**config.mk**
```make
export PLATFORM = sky130hd
export DESIGN_NAME = ntt_op_sequencer_flat
export DESIGN_NICKNAME = d
export VERILOG_FILES = /design/src/rtl/ntt_op_sequencer_if.sv /design/src/rtl/ntt_op_sequencer.sv /design/src/flat_wrapper.sv
export SDC_FILE = /design/constraint.sdc
export NUM_CORES = 1
export LEC_CHECK = 0
export CAP_MARGIN = 15
export CORE_MARGIN = 5
export CORE_UTILIZATION = 25
export DETAILED_ROUTE_END_ITERATION = 7
export PLACE_DENSITY_LB_ADDON = 0.3
export SYNTH_ARGS = -nofsm -noshare
export SYNTH_HDL_FRONTEND = slang
export SYNTH_SLANG_ARGS = --single-unit
```
**constraint.sdc**
```tcl
create_clock -name clk -period 2.3 [get_ports clk]
set_input_delay 0.345 -clock clk [delete_from_list [all_inputs] [get_ports clk]]
set_output_delay 0.345 -clock clk [all_outputs]
set_load 0.01 [all_outputs]
```
**src/rtl/ntt_op_sequencer_if.sv**
```systemverilog
// Job, source-stream and core-command signals of the NTT op sequencer.
// master = host/DMA/core side, slave = sequencer side.
interface ntt_op_sequencer_if #(
  parameter int DW   = 32,
  parameter int OPW  = 5,
  parameter int LENW = 12
);
  logic            job_valid;
  logic            job_ready;
  logic [OPW-1:0]  job_opcode;
  logic [LENW-1:0] job_len;
  logic            job_src;
  logic [LENW-1:0] job_wait;
  logic            job_wait_done;
  logic            src_valid;
  logic [DW-1:0]   src_data;
  logic            src_ready;
  logic            core_done;
  logic [OPW-1:0]  op_code;
  logic            din_valid;
  logic [DW-1:0]   din0;
  logic            job_done;
  logic            job_err;
  logic            busy;

  modport master (
    output job_valid, job_opcode, job_len, job_src, job_wait, job_wait_done,
    output src_valid, src_data, core_done,
    input  job_ready, src_ready, op_code, din_valid, din0, job_done, job_err, busy
  );

  modport slave (
    input  job_valid, job_opcode, job_len, job_src, job_wait, job_wait_done,
    input  src_valid, src_data, core_done,
    output job_ready, src_ready, op_code, din_valid, din0, job_done, job_err, busy
  );
endinterface

```
**src/rtl/ntt_op_sequencer.sv**
```systemverilog
// Expands one job descriptor into the NTT core command protocol:
// opcode pulse, din_valid burst, idle gap, then fixed or done-edge wait.
module ntt_op_sequencer #(
  parameter int DW      = 32,
  parameter int OPW     = 5,
  parameter int LENW    = 12,
  parameter int TIMEOUT = 65535
) (
  input  logic               clk,
  input  logic               reset,
  ntt_op_sequencer_if.slave  bus
);

  localparam int TOW = (TIMEOUT < 2) ? 1 : $clog2(TIMEOUT + 1);
  localparam logic [TOW-1:0] TO_LAST = TOW'(TIMEOUT - 1);

  typedef enum logic [2:0] {
    S_IDLE,
    S_ISSUE,
    S_BEATS,
    S_GAP,
    S_WAIT,
    S_DONE
  } state_t;

  state_t          state_reg, state_next;
  logic [OPW-1:0]  opcode_reg;
  logic [LENW-1:0] len_reg;
  logic [LENW-1:0] wait_reg;
  logic            src_mode_reg;
  logic            wait_done_reg;
  logic [LENW-1:0] beat_cnt_reg, beat_cnt_next;
  logic [LENW-1:0] wait_cnt_reg, wait_cnt_next;
  logic [TOW-1:0]  to_cnt_reg, to_cnt_next;
  logic [DW-1:0]   din0_reg, din0_next;
  logic            done_prev_reg, done_prev_next;
  logic            edge_seen_reg, edge_seen_next;
  logic            err_reg, err_next;
  logic            accept;
  logic            beat;
  logic            done_edge;

  assign accept    = (state_reg == S_IDLE) && bus.job_valid;
  assign beat      = (state_reg == S_BEATS) && (!src_mode_reg || bus.src_valid);
  assign done_edge = bus.core_done && !done_prev_reg;

  // Moore outputs; only din0 passes src_data through during a source beat.
  assign bus.job_ready = (state_reg == S_IDLE);
  assign bus.busy      = (state_reg != S_IDLE);
  assign bus.op_code   = (state_reg == S_ISSUE) ? opcode_reg : '0;
  assign bus.din_valid = beat;
  assign bus.din0      = din0_next;
  assign bus.src_ready = (state_reg == S_BEATS) && src_mode_reg;
  assign bus.job_done  = (state_reg == S_DONE);
  assign bus.job_err   = (state_reg == S_DONE) && err_reg;

  always_ff @(posedge clk) begin
    if (reset) begin
      state_reg     <= S_IDLE;
      opcode_reg    <= '0;
      len_reg       <= '0;
      wait_reg      <= '0;
      src_mode_reg  <= 1'b0;
      wait_done_reg <= 1'b0;
      beat_cnt_reg  <= '0;
      wait_cnt_reg  <= '0;
      to_cnt_reg    <= '0;
      din0_reg      <= '0;
      done_prev_reg <= 1'b0;
      edge_seen_reg <= 1'b0;
      err_reg       <= 1'b0;
    end else begin
      state_reg     <= state_next;
      beat_cnt_reg  <= beat_cnt_next;
      wait_cnt_reg  <= wait_cnt_next;
      to_cnt_reg    <= to_cnt_next;
      din0_reg      <= din0_next;
      done_prev_reg <= done_prev_next;
      edge_seen_reg <= edge_seen_next;
      err_reg       <= err_next;
      if (accept) begin
        opcode_reg    <= bus.job_opcode;
        len_reg       <= bus.job_len;
        wait_reg      <= bus.job_wait;
        src_mode_reg  <= bus.job_src;
        wait_done_reg <= bus.job_wait_done;
      end
    end
  end

  always_comb begin
    state_next     = state_reg;
    beat_cnt_next  = beat_cnt_reg;
    wait_cnt_next  = wait_cnt_reg;
    to_cnt_next    = to_cnt_reg;
    din0_next      = din0_reg;
    done_prev_next = done_prev_reg;
    edge_seen_next = edge_seen_reg;
    err_next       = err_reg;

    // A rise of core_done any time after ISSUE is remembered until WAIT.
    if (state_reg == S_BEATS || state_reg == S_GAP || state_reg == S_WAIT) begin
      done_prev_next = bus.core_done;
    end
    if ((state_reg == S_BEATS || state_reg == S_GAP) && done_edge) begin
      edge_seen_next = 1'b1;
    end

    case (state_reg)
      S_IDLE: begin
        if (accept) begin
          state_next = S_ISSUE;
        end
      end

      S_ISSUE: begin
        beat_cnt_next  = '0;
        wait_cnt_next  = '0;
        to_cnt_next    = '0;
        edge_seen_next = 1'b0;
        err_next       = 1'b0;
        // A level already high here must not count as the completion edge.
        done_prev_next = bus.core_done;
        state_next     = (len_reg != '0) ? S_BEATS : S_GAP;
      end

      S_BEATS: begin
        if (beat) begin
          din0_next     = src_mode_reg ? bus.src_data : '0;
          beat_cnt_next = beat_cnt_reg + LENW'(1);
          if (beat_cnt_next == len_reg) begin
            state_next = S_GAP;
          end
        end
      end

      S_GAP: begin
        if (wait_done_reg || (wait_reg != '0)) begin
          state_next = S_WAIT;
        end else begin
          state_next = S_DONE;
        end
      end

      S_WAIT: begin
        if (wait_done_reg) begin
          if (edge_seen_reg || done_edge) begin
            state_next = S_DONE;
          end else if (to_cnt_reg == TO_LAST) begin
            err_next   = 1'b1;
            state_next = S_DONE;
          end else begin
            to_cnt_next = to_cnt_reg + TOW'(1);
          end
        end else begin
          wait_cnt_next = wait_cnt_reg + LENW'(1);
          if (wait_cnt_next == wait_reg) begin
            state_next = S_DONE;
          end
        end
      end

      S_DONE: begin
        state_next = S_IDLE;
      end

      default: begin
        state_next = S_IDLE;
      end
    endcase
  end

endmodule

```
**src/flat_wrapper.sv**
```systemverilog
// flat-port wrapper written by rule: the top's interface ports become plain ports
module ntt_op_sequencer_flat 
#(
  parameter int DW      = 32,
  parameter int OPW     = 5,
  parameter int LENW    = 12,
  parameter int TIMEOUT = 65535
)
  (clk, reset, bus_job_valid, bus_job_opcode, bus_job_len, bus_job_src, bus_job_wait, bus_job_wait_done, bus_src_valid, bus_src_data, bus_core_done, bus_job_ready, bus_src_ready, bus_op_code, bus_din_valid, bus_din0, bus_job_done, bus_job_err, bus_busy);
  ntt_op_sequencer_if #(.DW(DW), .OPW(OPW), .LENW(LENW)) bus_i ();
  input  logic clk;
  input  logic reset;
  input wire logic [$bits(bus_i.job_valid)-1:0] bus_job_valid;
  input wire logic [$bits(bus_i.job_opcode)-1:0] bus_job_opcode;
  input wire logic [$bits(bus_i.job_len)-1:0] bus_job_len;
  input wire logic [$bits(bus_i.job_src)-1:0] bus_job_src;
  input wire logic [$bits(bus_i.job_wait)-1:0] bus_job_wait;
  input wire logic [$bits(bus_i.job_wait_done)-1:0] bus_job_wait_done;
  input wire logic [$bits(bus_i.src_valid)-1:0] bus_src_valid;
  input wire logic [$bits(bus_i.src_data)-1:0] bus_src_data;
  input wire logic [$bits(bus_i.core_done)-1:0] bus_core_done;
  output wire logic [$bits(bus_i.job_ready)-1:0] bus_job_ready;
  output wire logic [$bits(bus_i.src_ready)-1:0] bus_src_ready;
  output wire logic [$bits(bus_i.op_code)-1:0] bus_op_code;
  output wire logic [$bits(bus_i.din_valid)-1:0] bus_din_valid;
  output wire logic [$bits(bus_i.din0)-1:0] bus_din0;
  output wire logic [$bits(bus_i.job_done)-1:0] bus_job_done;
  output wire logic [$bits(bus_i.job_err)-1:0] bus_job_err;
  output wire logic [$bits(bus_i.busy)-1:0] bus_busy;
  assign bus_i.job_valid = bus_job_valid;
  assign bus_i.job_opcode = bus_job_opcode;
  assign bus_i.job_len = bus_job_len;
  assign bus_i.job_src = bus_job_src;
  assign bus_i.job_wait = bus_job_wait;
  assign bus_i.job_wait_done = bus_job_wait_done;
  assign bus_i.src_valid = bus_src_valid;
  assign bus_i.src_data = bus_src_data;
  assign bus_i.core_done = bus_core_done;
  assign bus_job_ready = bus_i.job_ready;
  assign bus_src_ready = bus_i.src_ready;
  assign bus_op_code = bus_i.op_code;
  assign bus_din_valid = bus_i.din_valid;
  assign bus_din0 = bus_i.din0;
  assign bus_job_done = bus_i.job_done;
  assign bus_job_err = bus_i.job_err;
  assign bus_busy = bus_i.busy;
  ntt_op_sequencer #(.DW(DW), .OPW(OPW), .LENW(LENW), .TIMEOUT(TIMEOUT)) u_core (.clk(clk), .reset(reset), .bus(bus_i));
endmodule
```
==> run summary, run 1 <==
========================================================================================
Run status                                                                  complete, but fails checks
Failing checks                                                              negative setup slack
Sequential power share                                                             36.1%
Footprint of the flip-flops and latches                                       2190 sq um
Crit-path max FO                                                                       4
Fraction of layout instances using a drive strength above 1                        14.7%
I/O pin total                                                                        111
Element type at the critical path end                                               flop
Worst VDD drop                                                                    372 uV
Total of flip-flops plus latches after synthesis                                     109
Synthesis Warnings                                                                     0
Final Critical Period                                                            2.43 ns
Average via count per standard cell                                                 4.61
Width of the die                                                                  155 um
Dpl cells                                                                          1,045
Endpoints failing hold                                                                 0
Clock insertion delay at the later pin of the skew report                        0.36 ns
Sequential-to-total area share from yosys stat                                     41.3%
Total global routing track utilization                                             12.8%
Total congestion overflow                                                              0
Type of origin of the critical path                                                 flop
Leak pwr                                                                         2.81 nW
Hold Slack                                                                      0.446 ns
Number of DRC markers in iteration 0                                                 190
Total number of vias                                                               4,903
Mapped cell area                                                              5280 sq um
Count of flip-flops with a built-in enable after synthesis                             0
Non-filler instance count after layout                                             1,063
Commonest register cell after synthesis                                          dfxtp_1
CTS H-tree depth                                                                       3
Category of cells accounting for the largest share of critical-path delay   simple AND/OR/NAND/NOR gates
Number of global-route vias before repair                                          4,840
Proportion of synthesized flip-flops having asynchronous set or reset                 0%
Combined area of the multi-input logic cells                                  2940 sq um
Sink Count                                                                           109
HPWL after detailed placement                                                  10,900 um
Type of the worst setup path                                                  reg -> reg
Number of different library cells in the post-synthesis netlist                       51
Kind of path behind the tightest hold check                                   reg -> reg
Worst clock skew                                                              0.00818 ns
RSZ-0062 raised after global routing                                                true
Initial antenna violation count                                                        2
Proportion of power drawn by combinational gates                                   32.1%
Total net switching power                                                        2.01 mW
Final Net Count                                                                      856
TritonCTS clock tree                                                                done
Fillers                                                                            2,228
Fraction of power spent switching nets                                             32.9%
Standard cell with the maximum stage delay on the critical path                    or4_1
Post-layout worst setup margin                                                 -0.135 ns
Final weighted congestion in routability-driven placement                          0.831
Total power divided by cell area                                             841 nW/um^2
DRC violation count after routing                                                      0
Peak clock frequency supported by timing                                         411 MHz
Worst path required time                                                         2.57 ns
Clk Tree Root Cell                                                             clkbuf_16
Share of the clock period used by the worst path after layout                       106%
Worst Tran Pin Value                                                            0.865 ns
Max FFs per register                                                                  32
Maximum number of pins on one net before global-route repair                          39
Largest cells by area after synthesis                                       dfxtp_1 (41%), nand2_1 (6.1%), a21oi_1 (5.9%)
Core box area                                                               20,900 sq um
CTS max path bufs                                                                      2
Total clock buffers created by CTS                                                     9
Routed wirelength normalized by instance count                                   14.4 um
Vertical extent of the die                                                        155 um
Proportion of power drawn by the clock network                                     31.8%
CTS Hold Bufs                                                                          0
Slowest cell delay on critical path                                              0.53 ns
Final routed wirelength across all metal layers                                15,300 um
Register clock-pin slew on the reported worst setup and hold paths               0.08 ns
List of cells traversed by the critical path                                ha_4, xnor2_1, xnor2_1, or4_1, or4_1, a211o_1, nor4_2
Synth top area share                                                               41.3%
Final-report max-slew violation count                                                  0
Effective utilization at floorplan                                                 25.3%
Std-Cell Rows                                                                         53
Synthesized instance count                                                           653
Internal power                                                                   4.11 mW
Drt pass-1 iters                                                                       4
Count of antenna-violating nets left after detailed routing                            0
Max transition margin                                                              42.1%
Syn_area_per_cell                                                             8.08 sq um
Reported max-cap violation count                                                       0
Dominant cell type by area after synthesis                                       dfxtp_1
Wire length of the first global-routing pass                                   25,200 um
Number of nets produced by synthesis                                                 726
CP Buf/Inv Count                                                                       0
Die outline area                                                            24,100 sq um
Layout-stage area growth over the synthesis result                                 37.9%
Total setup violations reported at the end of the flow                                 1
Count of input and output buffers                                                    110
CP arrival                                                                       2.71 ns
# diodes                                                                               0
========================================================================================
==> synthesized netlist by cell type, types with 13 or more instances <==
| library cell | count |
|---|---|
| nand2_1 | 86 |
| a22o_1 | 32 |
| and2_1 | 13 |
| nor2_1 | 58 |
| nor4_1 | 14 |
| dfxtp_1 | 109 |
| nor3_1 | 16 |
| clkbuf_1 | 39 |
| nor2b_1 | 34 |
| xnor2_1 | 34 |
| a21oi_1 | 62 |
| nand3_1 | 24 |
| xor2_1 | 13 |
| o21ai_0 | 16 |
==> metal layers <==
metal  share of wire (%)  routed length [um]  up-vias  global-route usage [%]
met3                 6.3                 969       18                    4.70
met4                 1.3                 195        4                    3.33
met2                  47                7170      100                    20.9
met5                0.18                  27        -                       0
li1                    -                   -     2529                       -
met1                  46                6990     2252                    15.9
==> final cells by class <==
type                    count  share of cell area, %
well taps                 275                   4.73
clock buffers               9                   3.09
multi-input cells         491                   40.4
flip-flops and latches    109                   30.0
clock inverters             7                   1.99
inverters                  11                  0.567
repair buffers            161                   19.1
==> metrics by stage <==
step	setup TNS (ns)	power, mW	util (%)	cell area (sq um)	worst slack, ns
after global routing	-0.221	6.48	34.8	7280	-0.209
after detailed placement	-4.01	4.20	33.4	6980	-0.126
final	-0.135	6.12	34.8	7280	-0.135
after CTS	-0.150	6.18	35.2	7360	-0.150
after global placement	-4.40	4.20	33.4	6980	-0.129
after floorplan	0	3.30	-	5300	0.0322
==> worst paths after layout <==
check,from,end,slack (ns),cells past startpoint
worst max-delay path,u_core.wait_cnt_reg[0],u_core.state_reg[0],-0.13,7
worst min-delay path,u_core.err_reg,u_core.err_reg,0.45,2
worst max register to register,u_core.wait_cnt_reg[0],u_core.state_reg[0],-0.13,7
worst min register to register,u_core.err_reg,u_core.err_reg,0.45,2
==> tightest hold or removal path: cells and delay by family (launching register included) <==
| kind | cells | cell delay, ns |
|---|---|---|
| AOI/OAI and AO/OA | 1 | 0.05 |
| DFF | 1 | 0.31 |
| buffers and inverters | 1 | 0.04 |
==> repair_timing <==
item                       4_1_cts  5_1_grt
setup endpoints to repair       39       45
gates cloned                     1        0
setup buffers                    1        0
gates resized for setup         39       73
==> power groups by stage <==
| stage | Combinational [mW] | Sequential (mW) | Clock (mW) |
|---|---|---|---|
| finish | 1.97 | 2.21 | 1.95 |
| global route | 2.18 | 2.23 | 2.07 |
| CTS | 1.98 | 2.21 | 2.00 |
| detailed placement | 1.95 | 2.25 | 0 |
| global placement | 1.95 | 2.25 | 0 |
| floorplan | 1.10 | 2.21 | 0 |
==> cells in the final DEF (no fill, tap or decap), drive strengths merged, types with 2 or more instances in the layout <==
cell	n
o211ai	2
and2	13
nor3	16
or4	2
and4	4
buf	52
o221ai	2
xor2	13
nand2b	2
clkbuf	40
nor4	16
xnor2	34
o21ai	26
a22o	32
bufinv	4
a31oi	3
nor4b	3
a21oi	62
nand4	9
inv	12
a211oi	2
dlymetal6s2s	6
ha	5
nor3b	4
and3b	2
clkdlybuf4s50	71
and3	6
or3	12
nor2b	34
nand3	24
dfxtp	109
nand3b	5
or3b	3
nand2	86
nor2	58
==> cell families (layout without fill, tap and decap cells) <==
family	count (synthesis)	in the layout	synth area share (%)
flip-flops	109	109	41.3
AO/OA/AOI/OAI	137	137	16.2
AND/OR/NAND/NOR	301	301	29.4
buffers and inverters	53	188	3.86
adder cells (fa/ha/maj)	5	5	1.19
multiplexers	1	1	0.190
XOR/XNOR	47	47	7.80
Note: power is estimated with default switching activity, not from simulation.
==> inputs of run 2 (changes only) <==
--- a/config.mk
+++ b/config.mk
@@ -6,7 +6,7 @@
 export NUM_CORES = 1
 export LEC_CHECK = 0
 export CAP_MARGIN = 15
-export CORE_MARGIN = 5
+export CORE_MARGIN = 8
 export CORE_UTILIZATION = 25
 export DETAILED_ROUTE_END_ITERATION = 7
 export PLACE_DENSITY_LB_ADDON = 0.3
==> run 2 against run 1 <==
Via count shrank 0.33%. Critical path type unchanged. Register-to-register slack gained 0.15 ns. The run now ends clean. Combinational power shrank 2%.
==> run summary, run 2 (same netlist as run 1, synthesis figures left out) <==
=================================================================================
Type of the worst setup path                                           reg -> reg
Initial antenna violation count                                                 1   -1
Worst Tran Pin Value                                                     0.849 ns   -0.0163 ns
Internal power                                                            3.79 mW   -7.8%
Maximum number of pins on one net before global-route repair                   33   -15%
Worst path required time                                                  2.57 ns   about the same
Total net switching power                                                 1.98 mW   -1.3%
Total clock buffers created by CTS                                              9   unchanged
Most common library cell in the layout ignoring fill and taps             dfxtp_1
DRC violation count after routing                                               0   unchanged
Type of origin of the critical path                                          flop
Leading cell types in the layout, fill and taps excluded             dfxtp_1 (106), nand2_1 (86), clkdlybuf4s50_1 (72)
Count of input and output buffers                                             110   unchanged
Layout-stage area growth over the synthesis result                          36.9%
Fillers                                                                     2,201   -1.2%
Number of global-route vias before repair                                   4,852   +0.25%
Std-Cell Rows                                                                  53   unchanged
TritonCTS clock tree                                                         done
Final-report max-slew violation count                                           0   unchanged
Final routed wirelength across all metal layers                         15,500 um   +1.0%
Register clock-pin slew on the reported worst setup and hold paths        0.08 ns   about the same
Sink Count                                                                    109   unchanged
CTS max path bufs                                                               2   unchanged
Combined area of the multi-input logic cells                           2990 sq um   +1.5%
I/O pin total                                                                 111   unchanged
Max FFs per register                                                           32   unchanged
Total number of vias                                                        4,887   -0.33%
Average via count per standard cell                                          4.62   +0.14%
Routed wirelength normalized by instance count                            14.7 um   +1.5%
CTS H-tree depth                                                                3   unchanged
Proportion of power drawn by the clock network                              28.4%   -3.4 points
Design Power                                                              5.77 mW   -5.7%
Effective utilization at floorplan                                          25.3%   unchanged
Total power divided by cell area                                      799 nW/um^2   -4.9%
CTS Hold Bufs                                                                   0   unchanged
Worst clock skew                                                       0.00949 ns   +0.00132 ns
Clock insertion delay at the later pin of the skew report                 0.35 ns   about the same
Final Critical Period                                                     2.28 ns   -0.153 ns
Peak clock frequency supported by timing                                  438 MHz   +6.7%
Total global routing track utilization                                      11.8%   -0.93 points
Clk Tree Root Cell                                                      clkbuf_16
Core box area                                                        20,900 sq um   unchanged
Width of the die                                                           161 um   +3.9%
Number of DRC markers in iteration 0                                          194   +2.1%
Sequential power share                                                      38.1%   +2.0 points
Worst VDD drop                                                             324 uV   -13%
Share of the clock period used by the worst path after layout               99.2%   -6.7 points
Endpoints failing hold                                                          0   unchanged
Final Net Count                                                               850   -0.70%
Final weighted congestion in routability-driven placement                   0.805   -3.2%
RSZ-0062 raised after global routing                                         true
Setup TNS                                                                    0 ns   +0.135 ns
Kind of path behind the tightest hold check                             in -> reg
Drt pass-1 iters                                                                4   unchanged
Die outline area                                                     26,000 sq um   +7.9%
HPWL after detailed placement                                           10,900 um   +0.38%
Share of the core filled with cells in the final layout                     34.6%   -0.26 points
Total congestion overflow                                                       0   unchanged
Element type at the critical path end                                        flop
Reported max-cap violation count                                                0   unchanged
Fraction of layout instances using a drive strength above 1                 15.0%   +0.24 points
CP arrival                                                                2.56 ns   -0.15 ns
Proportion of power drawn by combinational gates                            33.5%   +1.4 points
Max transition margin                                                       43.2%   +1.1 points
Run status                                                           finished, final reports clean
Wire length of the first global-routing pass                            25,000 um   -1.1%
Leak pwr                                                                  2.69 nW   -4.1%
Fraction of power spent switching nets                                      34.4%   +1.5 points
Vertical extent of the die                                                 161 um   +3.9%
Footprint of the flip-flops and latches                                2190 sq um   +0.17%
Crit-path max FO                                                                4   unchanged
Count of antenna-violating nets left after detailed routing                     0   unchanged
Total setup violations reported at the end of the flow                          0   -1
=================================================================================
-- run 2: cell count changes in the layout (fill, tap and decap cells not counted), sizes merged, moves of 2 or more --
cell and delta:
clkbuf +3, inv +2, buf -6, dlygate4sd2 +4, dlymetal6s2s -5, bufinv -3
-- run 2: layout make-up --
| class | instances | share of cell area (%) |
|---|---|---|
| clock buffer | 11 | 3.36 |
| timing repair buffer | 155 | 18.7 |
| multi-input combinational | 491 | 41.4 |
| tap | 275 | 4.76 |
| antenna | 1 | 0.0346 |
| sequential | 109 | 30.3 |
| inverter | 11 | 0.571 |
| clock inverter | 5 | 0.918 |
-- run 2: critical path, stage by stage (launching register included) --
cell and delay (ns):
dfxtp_4 0.36, ha_4 0.18, xnor2_2 0.13, xnor2_1 0.13
or4_1 0.49, or4_4 0.52, a211o_1 0.28, nor4_2 0.12
-- run 2: power groups by stage --
stage / combinational, mW / sequential [mW] / clock [mW]
finish: 1.93 / 2.20 / 1.64
global route: 2.14 / 2.22 / 1.77
CTS: 1.93 / 2.20 / 1.71
detailed placement: 1.91 / 2.25 / 0
global placement: 1.91 / 2.24 / 0
floorplan: 1.10 / 2.21 / 0
-- run 2: per-layer routing --
metal  wire (um)  global-route usage [%]  vias up
li1            -                       -     2523
met1        7020                    14.2     2235
met2        7030                    18.8      117
met3        1320                    5.04       10
met4         132                    3.75        2
met5          13                       0        -
-- run 2: what timing repair did --
| item | 4_1_cts | 5_1_grt |
|---|---|---|
| pin swaps | 6 | 3 |
| gates cloned | 1 | 1 |
| resized for setup | 47 | 73 |
| endpoints found under the setup margin | 39 | 48 |
| setup buffers | 0 | 1 |
-- run 2: path summary, 6_finish.rpt --
| path | from | end | slack (ns) | cells after the start |
|---|---|---|---|---|
| worst max-delay path | u_core.wait_cnt_reg[1] | u_core.state_reg[0] | 0.02 | 7 |
| worst min-delay path | reset | u_core.wait_cnt_reg[0] | 0.43 | 2 |
| worst max register to register | u_core.wait_cnt_reg[1] | u_core.state_reg[0] | 0.02 | 7 |
| worst min register to register | u_core.opcode_reg[1] | u_core.opcode_reg[1] | 0.45 | 2 |
-- run 2: metrics by stage --
step | instance area [sq um] | instances | setup WS (ns) | hold WS [ns]
6_report | 7230 | 1058 | 0.0183 | 0.430
5_1_grt | 7220 | 1057 | -0.104 | 0.460
4_1_cts | 7260 | 1055 | -0.0204 | 0.417
3_5_place_dp | 6940 | 1038 | -0.112 | 0.443
3_3_place_gp | 6940 | 1038 | -0.113 | 0.437
2_1_floorplan | 5300 | 653 | 0.0322 | 0.421
==> inputs of run 3 (changes only) <==
--- a/config.mk
+++ b/config.mk
@@ -6,7 +6,7 @@
 export NUM_CORES = 1
 export LEC_CHECK = 0
 export CAP_MARGIN = 15
-export CORE_MARGIN = 8
+export CORE_MARGIN = 2
 export CORE_UTILIZATION = 25
 export DETAILED_ROUTE_END_ITERATION = 7
 export PLACE_DENSITY_LB_ADDON = 0.3
==> run 3 against run 2 <==
The flow now finishes with violations (negative setup slack). Clock skew shrank 0.0038 ns. Wire length grew 1.5%. Cell count grew 0.95%. Largest cell class unchanged.
==> run summary, run 3 (same netlist as run 1, synthesis figures left out) <==
=================================================================================
Run status                                                           complete, but fails checks
Failing checks                                                       negative setup slack
Core box area                                                        20,900 sq um   unchanged
RSZ-0062 raised after global routing                                         true
Total clock buffers created by CTS                                              9   unchanged
Number of cell instances on the worst register-to-register path                 7   unchanged
Routed wirelength normalized by instance count                            14.7 um   +0.52%
Clk Tree Root Cell                                                      clkbuf_16
Leading cell types in the layout, fill and taps excluded             dfxtp_1 (104), nand2_1 (86), clkdlybuf4s50_1 (70)
Effective utilization at floorplan                                          25.3%   unchanged
Peak clock frequency supported by timing                                  435 MHz   -0.82%
Leak pwr                                                                  2.88 nW   +6.7%
Fraction of layout instances using a drive strength above 1                 16.0%   +1.1 points
Final Net Count                                                               861   +1.3%
Source of the worst register-to-register timing path                 u_core.wait_cnt_reg[0]
CP arrival                                                                2.57 ns   about the same
Most common library cell in the layout ignoring fill and taps             dfxtp_1
CTS max path bufs                                                               2   unchanged
Type of the worst setup path                                           reg -> reg
Crit-path max FO                                                                4   unchanged
Final weighted congestion in routability-driven placement                   0.817   +1.5%
Count of antenna-violating nets left after detailed routing                     0   unchanged
Worst clock skew                                                       0.00567 ns   -0.00382 ns
Sink Count                                                                    109   unchanged
# diodes                                                                        0   -1
Total congestion overflow                                                       0   unchanged
Std-Cell Rows                                                                  53   unchanged
Max FFs per register                                                           32   unchanged
Endpoints failing hold                                                          0   unchanged
Total number of vias                                                        4,956   +1.4%
Timing startpoint of the critical path                               u_core.wait_cnt_reg[0]
Wire length of the first global-routing pass                            25,100 um   +0.61%
Layout-stage area growth over the synthesis result                          40.1%
Vertical extent of the die                                                 149 um   -7.4%
Final Critical Period                                                     2.30 ns   +0.0189 ns
Share of the clock period used by the worst path after layout                100%   +0.82 points
Worst r2r dst                                                        u_core.state_reg[0]
Number of global-route vias before repair                                   4,917   +1.3%
Reported max-cap violation count                                                0   unchanged
Post-layout worst setup margin                                       -0.000538 ns   -0.0189 ns
Average via count per standard cell                                          4.64   +0.46%
Hold Slack                                                               0.391 ns   -0.0391 ns
Worst path required time                                                  2.57 ns   about the same
I/O pin total                                                                 111   unchanged
Initial antenna violation count                                                 0   -1
Worst R2R Setup Slack                                                  -0.0005 ns   -0.02 ns
Element type at the critical path end                                        flop
Register clock-pin slew on the reported worst setup and hold paths        0.08 ns   about the same
Clock insertion delay at the later pin of the skew report                 0.36 ns   about the same
Number of DRC markers in iteration 0                                          176   -9.3%
DRC violation count after routing                                               0   unchanged
Count of input and output buffers                                             110   unchanged
Total global routing track utilization                                      14.3%   +2.4 points
Die outline area                                                     22,300 sq um   -14%
CTS H-tree depth                                                                3   unchanged
Termination of the worst setup path                                  u_core.state_reg[0]
Kind of path behind the tightest hold check                             in -> reg
Share of the core filled with cells in the final layout                     35.4%   +0.80 points
HPWL after detailed placement                                           10,500 um   -4.0%
Worst VDD drop                                                             355 uV   +9.7%
Final-report max-slew violation count                                           0   unchanged
Maximum number of pins on one net before global-route repair                   64   +94%
Width of the die                                                           149 um   -7.4%
Total setup violations reported at the end of the flow                          1   +1
Total power divided by cell area                                      805 nW/um^2   +0.71%
Max transition margin                                                       41.8%   -1.4 points
Final routed wirelength across all metal layers                         15,700 um   +1.5%
Type of origin of the critical path                                          flop
TritonCTS clock tree                                                         done
Drt pass-1 iters                                                                4   unchanged
Worst Tran Pin Value                                                     0.870 ns   +0.0210 ns
=================================================================================
## run 3: routing by layer
layer	GRT usage, %	part of all wire, %
met1	18.0	46
met2	23.4	48
met3	4.28	5.3
met4	4.62	1.6
met5	0	0
## run 3: how the worst min path moves through the flow
| stage | cells after the start | startpoint | end |
|---|---|---|---|
| finish | 2 | reset | u_core.wait_cnt_reg[2] |
| global route | 2 | reset | u_core.state_reg[2] |
| CTS | 2 | reset | u_core.wait_cnt_reg[2] |
| detailed placement | 2 | u_core.err_reg | u_core.err_reg |
| global placement | 2 | u_core.err_reg | u_core.err_reg |
| floorplan | 2 | u_core.err_reg | u_core.err_reg |
## run 3: metrics by stage
stage / TNS (ns) / instance area (sq um) / power, mW / std cells / worst slack [ns]
after floorplan: 0 / 5300 / 3.30 / 653 / 0.0322
after global placement: -4.61 / 6950 / 4.19 / 1040 / -0.135
after detailed placement: -4.04 / 6950 / 4.19 / 1040 / -0.115
after CTS: -0.123 / 7250 / 5.93 / 1062 / -0.0536
after global routing: -0.721 / 7390 / 6.34 / 1068 / -0.0854
final: -0.000538 / 7390 / 5.95 / 1068 / -0.000538
## run 3: power by group
group	total (mW)	switching (mW)	internal, mW
logic	2.17	1.16	1.01
clock network	1.57	0.803	0.764
registers	2.22	0.157	2.06
## run 3: layout make-up
cell class | instances | area [sq um]
Clock inverter | 7 | 68.8
Fill cell | 2177 | 13500
Clock buffer | 9 | 225
Multi-Input combinational cell | 491 | 2970
Inverter | 11 | 41.3
Timing Repair Buffer | 166 | 1550
Tap cell | 275 | 344
Sequential cell | 109 | 2190
## run 3: timing repair
item,in CTS,in global routing
endpoints found under the setup margin,39,47
setup buffers,3,3
cloned,3,3
pin swaps,5,3
gates resized for setup,129,31
hold buffers,0,0
## run 3: worst max-delay path, cell delays in order, from the launching register on
cell     delay (ns)
dfxtp_4        0.37
ha_4           0.16
xnor2_1        0.13
xnor2_1        0.12
or4_1          0.49
or4_1          0.52
a211o_1        0.29
nor4_2         0.13
==> variant, RTL diff (config.mk and constraints of run 1) <==
Compare `to_cnt_reg` against `TO_LAST` with >= in place of ==.
--- a/src/rtl/ntt_op_sequencer.sv
+++ b/src/rtl/ntt_op_sequencer.sv
@@ -148,3 +148,3 @@
             state_next = S_DONE;
-          end else if (to_cnt_reg == TO_LAST) begin
+          end else if (to_cnt_reg >= TO_LAST) begin
             err_next   = 1'b1;
Check against the original RTL: no difference found for any inputs over 10 cycles, from zero or initial values and one cycle with reset high; that may be too few to reach the edited logic, so the function may still have changed.
==> variant against run 1 <==
- worst hold slack got worse by 94 ps
- cell area decreased by 3.1%
- fmax increased by 8.1%
- critical endpoint is now bus_din0[17]
- sequential cell count unchanged
- highest routed layer is now met4
- critical path type is now flop to output pin
- area after synthesis increased by 0.85%
- clock power decreased by 19%
- power decreased by 16%
- clock skew decreased by 0.91 ps
- synthesized cell count decreased by 1.7%
- wire length decreased by 2.5%
- largest power group unchanged
- sequential power decreased by 4%
- non-clock buffer count decreased by 12
- worst setup slack improved by 180 ps
==> variant: results (changes against run 1) <==
Status
  • Run status: complete, no violations

Route
  • Routed vias: 4838 (-1.3%)
  • Met3 WL post-DR: 437 um (-55%)
  • DR vias/cell: 4.661 (+1.1%)
  • Top layer in use: met4
  • Total Wirelength: 14960 um (-2.5%)

Setup path
  • Cell depth of the worst flop-to-flop path: 6 (-1)
  • Critical-path top delay cell: or3b_4
  • Critical Path Fanout Max: 29 (+25)
  • Reg2reg start: u_core.wait_cnt_reg[5]$_SDFFE_PP0P_
  • Critical path's largest stage delay: 380 ps (-150 ps)
  • Setup crit start: u_core.state_reg[1]$_SDFFE_PP0P_

Worst hold path
  • Min-delay src: reset
  • Hold EP: u_core.beat_cnt_reg[10]$_SDFFE_PP0P_

Synth
  • Post-synthesis sequential area ratio: 41.00% (-0.35 points)
  • Post-synthesis mux area share: 0.6112% (+0.42 points)
  • Synthesized instance count: 642 (-1.7%)
  • XOR/XNOR share of the synthesized area: 7.569% (-0.23 points)
  • Synth top area cells: dfxtp_1 41%, nand2_1 6.3%, a22o_1 5.6%, a21oi_1 5.0%, nor2b_1 4.7%
  • Post-synthesis compound-gate area fraction: 17.82% (+1.6 points)
  • Commonest cells post-synth: 109 x dfxtp_1, 90 x nand2_1, 53 x a21oi_1
  • Synth cell types: 59 (+16%)

STA
  • Clk_skew: 7.265 ps (-0.9113 ps)
  • Hold Worst Slack: 352.1 ps (-94.00 ps)
  • Min Tclk post-route: 2251 ps (-183.4 ps)
  • Slew of the pin with the lowest slew margin: 471.6 ps (-393.6 ps)

Layout
  • Final core utilization: 33.55% (-1.3 points)
  • Final nets: 831 (-2.9%)

Placement
  • DP Worst Slack: -296.6 ps (-170.5 ps)
  • Detailed placement HPWL: 10760 um (-1.3%)
  • Final Wtd Congestion: 0.7904 (-4.9%)
  • Placed cell count: 1021 (-2.3%)

Global routing
  • Met2 GRT Util: 19.98% (-0.96 points)
  • Met1 usage: 16.00% (+0.11 points)
  • GRT met3 Usage: 2.275% (-2.4 points)
  • Total GRT Usage: 12.21% (-0.56 points)
  • Vias in the first global route: 4665 (-3.6%)
  • First-pass GRT wire length: 24120 um (-4.4%)

Power and ir drop
  • VDD IR max: 348.4 uV (-6.5%)
  • Sw Pwr: 1.613 mW (-20%)

Clock tree
  • CTS resizes: 132 (+240%)
## variant: power groups by stage
stage | Sequential (mW) | Clock, mW | Combinational [mW]
after global placement | 2.16 | 0 | 1.42
after global routing | 2.13 | 1.72 | 1.58
after detailed placement | 2.16 | 0 | 1.42
after CTS | 2.12 | 1.64 | 1.43
after floorplan | 2.13 | 0 | 0.846
final | 2.12 | 1.58 | 1.42
## variant: final cells by class
type | instances | area share [%]
timing repair buffer | 149 | 18.17
tap | 275 | 4.879
inverter | 12 | 0.6388
clock buffer | 11 | 3.300
multi-input combinational | 477 | 41.16
clock inverter | 5 | 0.8694
sequential | 109 | 30.98
## variant: logic make-up (layout without fill, tap and decap cells)
group | Yosys count | after routing
compound gates | 141 | 141
buf+inv | 56 | 177
fa+ha+maj | 5 | 5
mux | 3 | 3
xor+xnor | 46 | 46
simple gates | 282 | 282
flops | 109 | 109
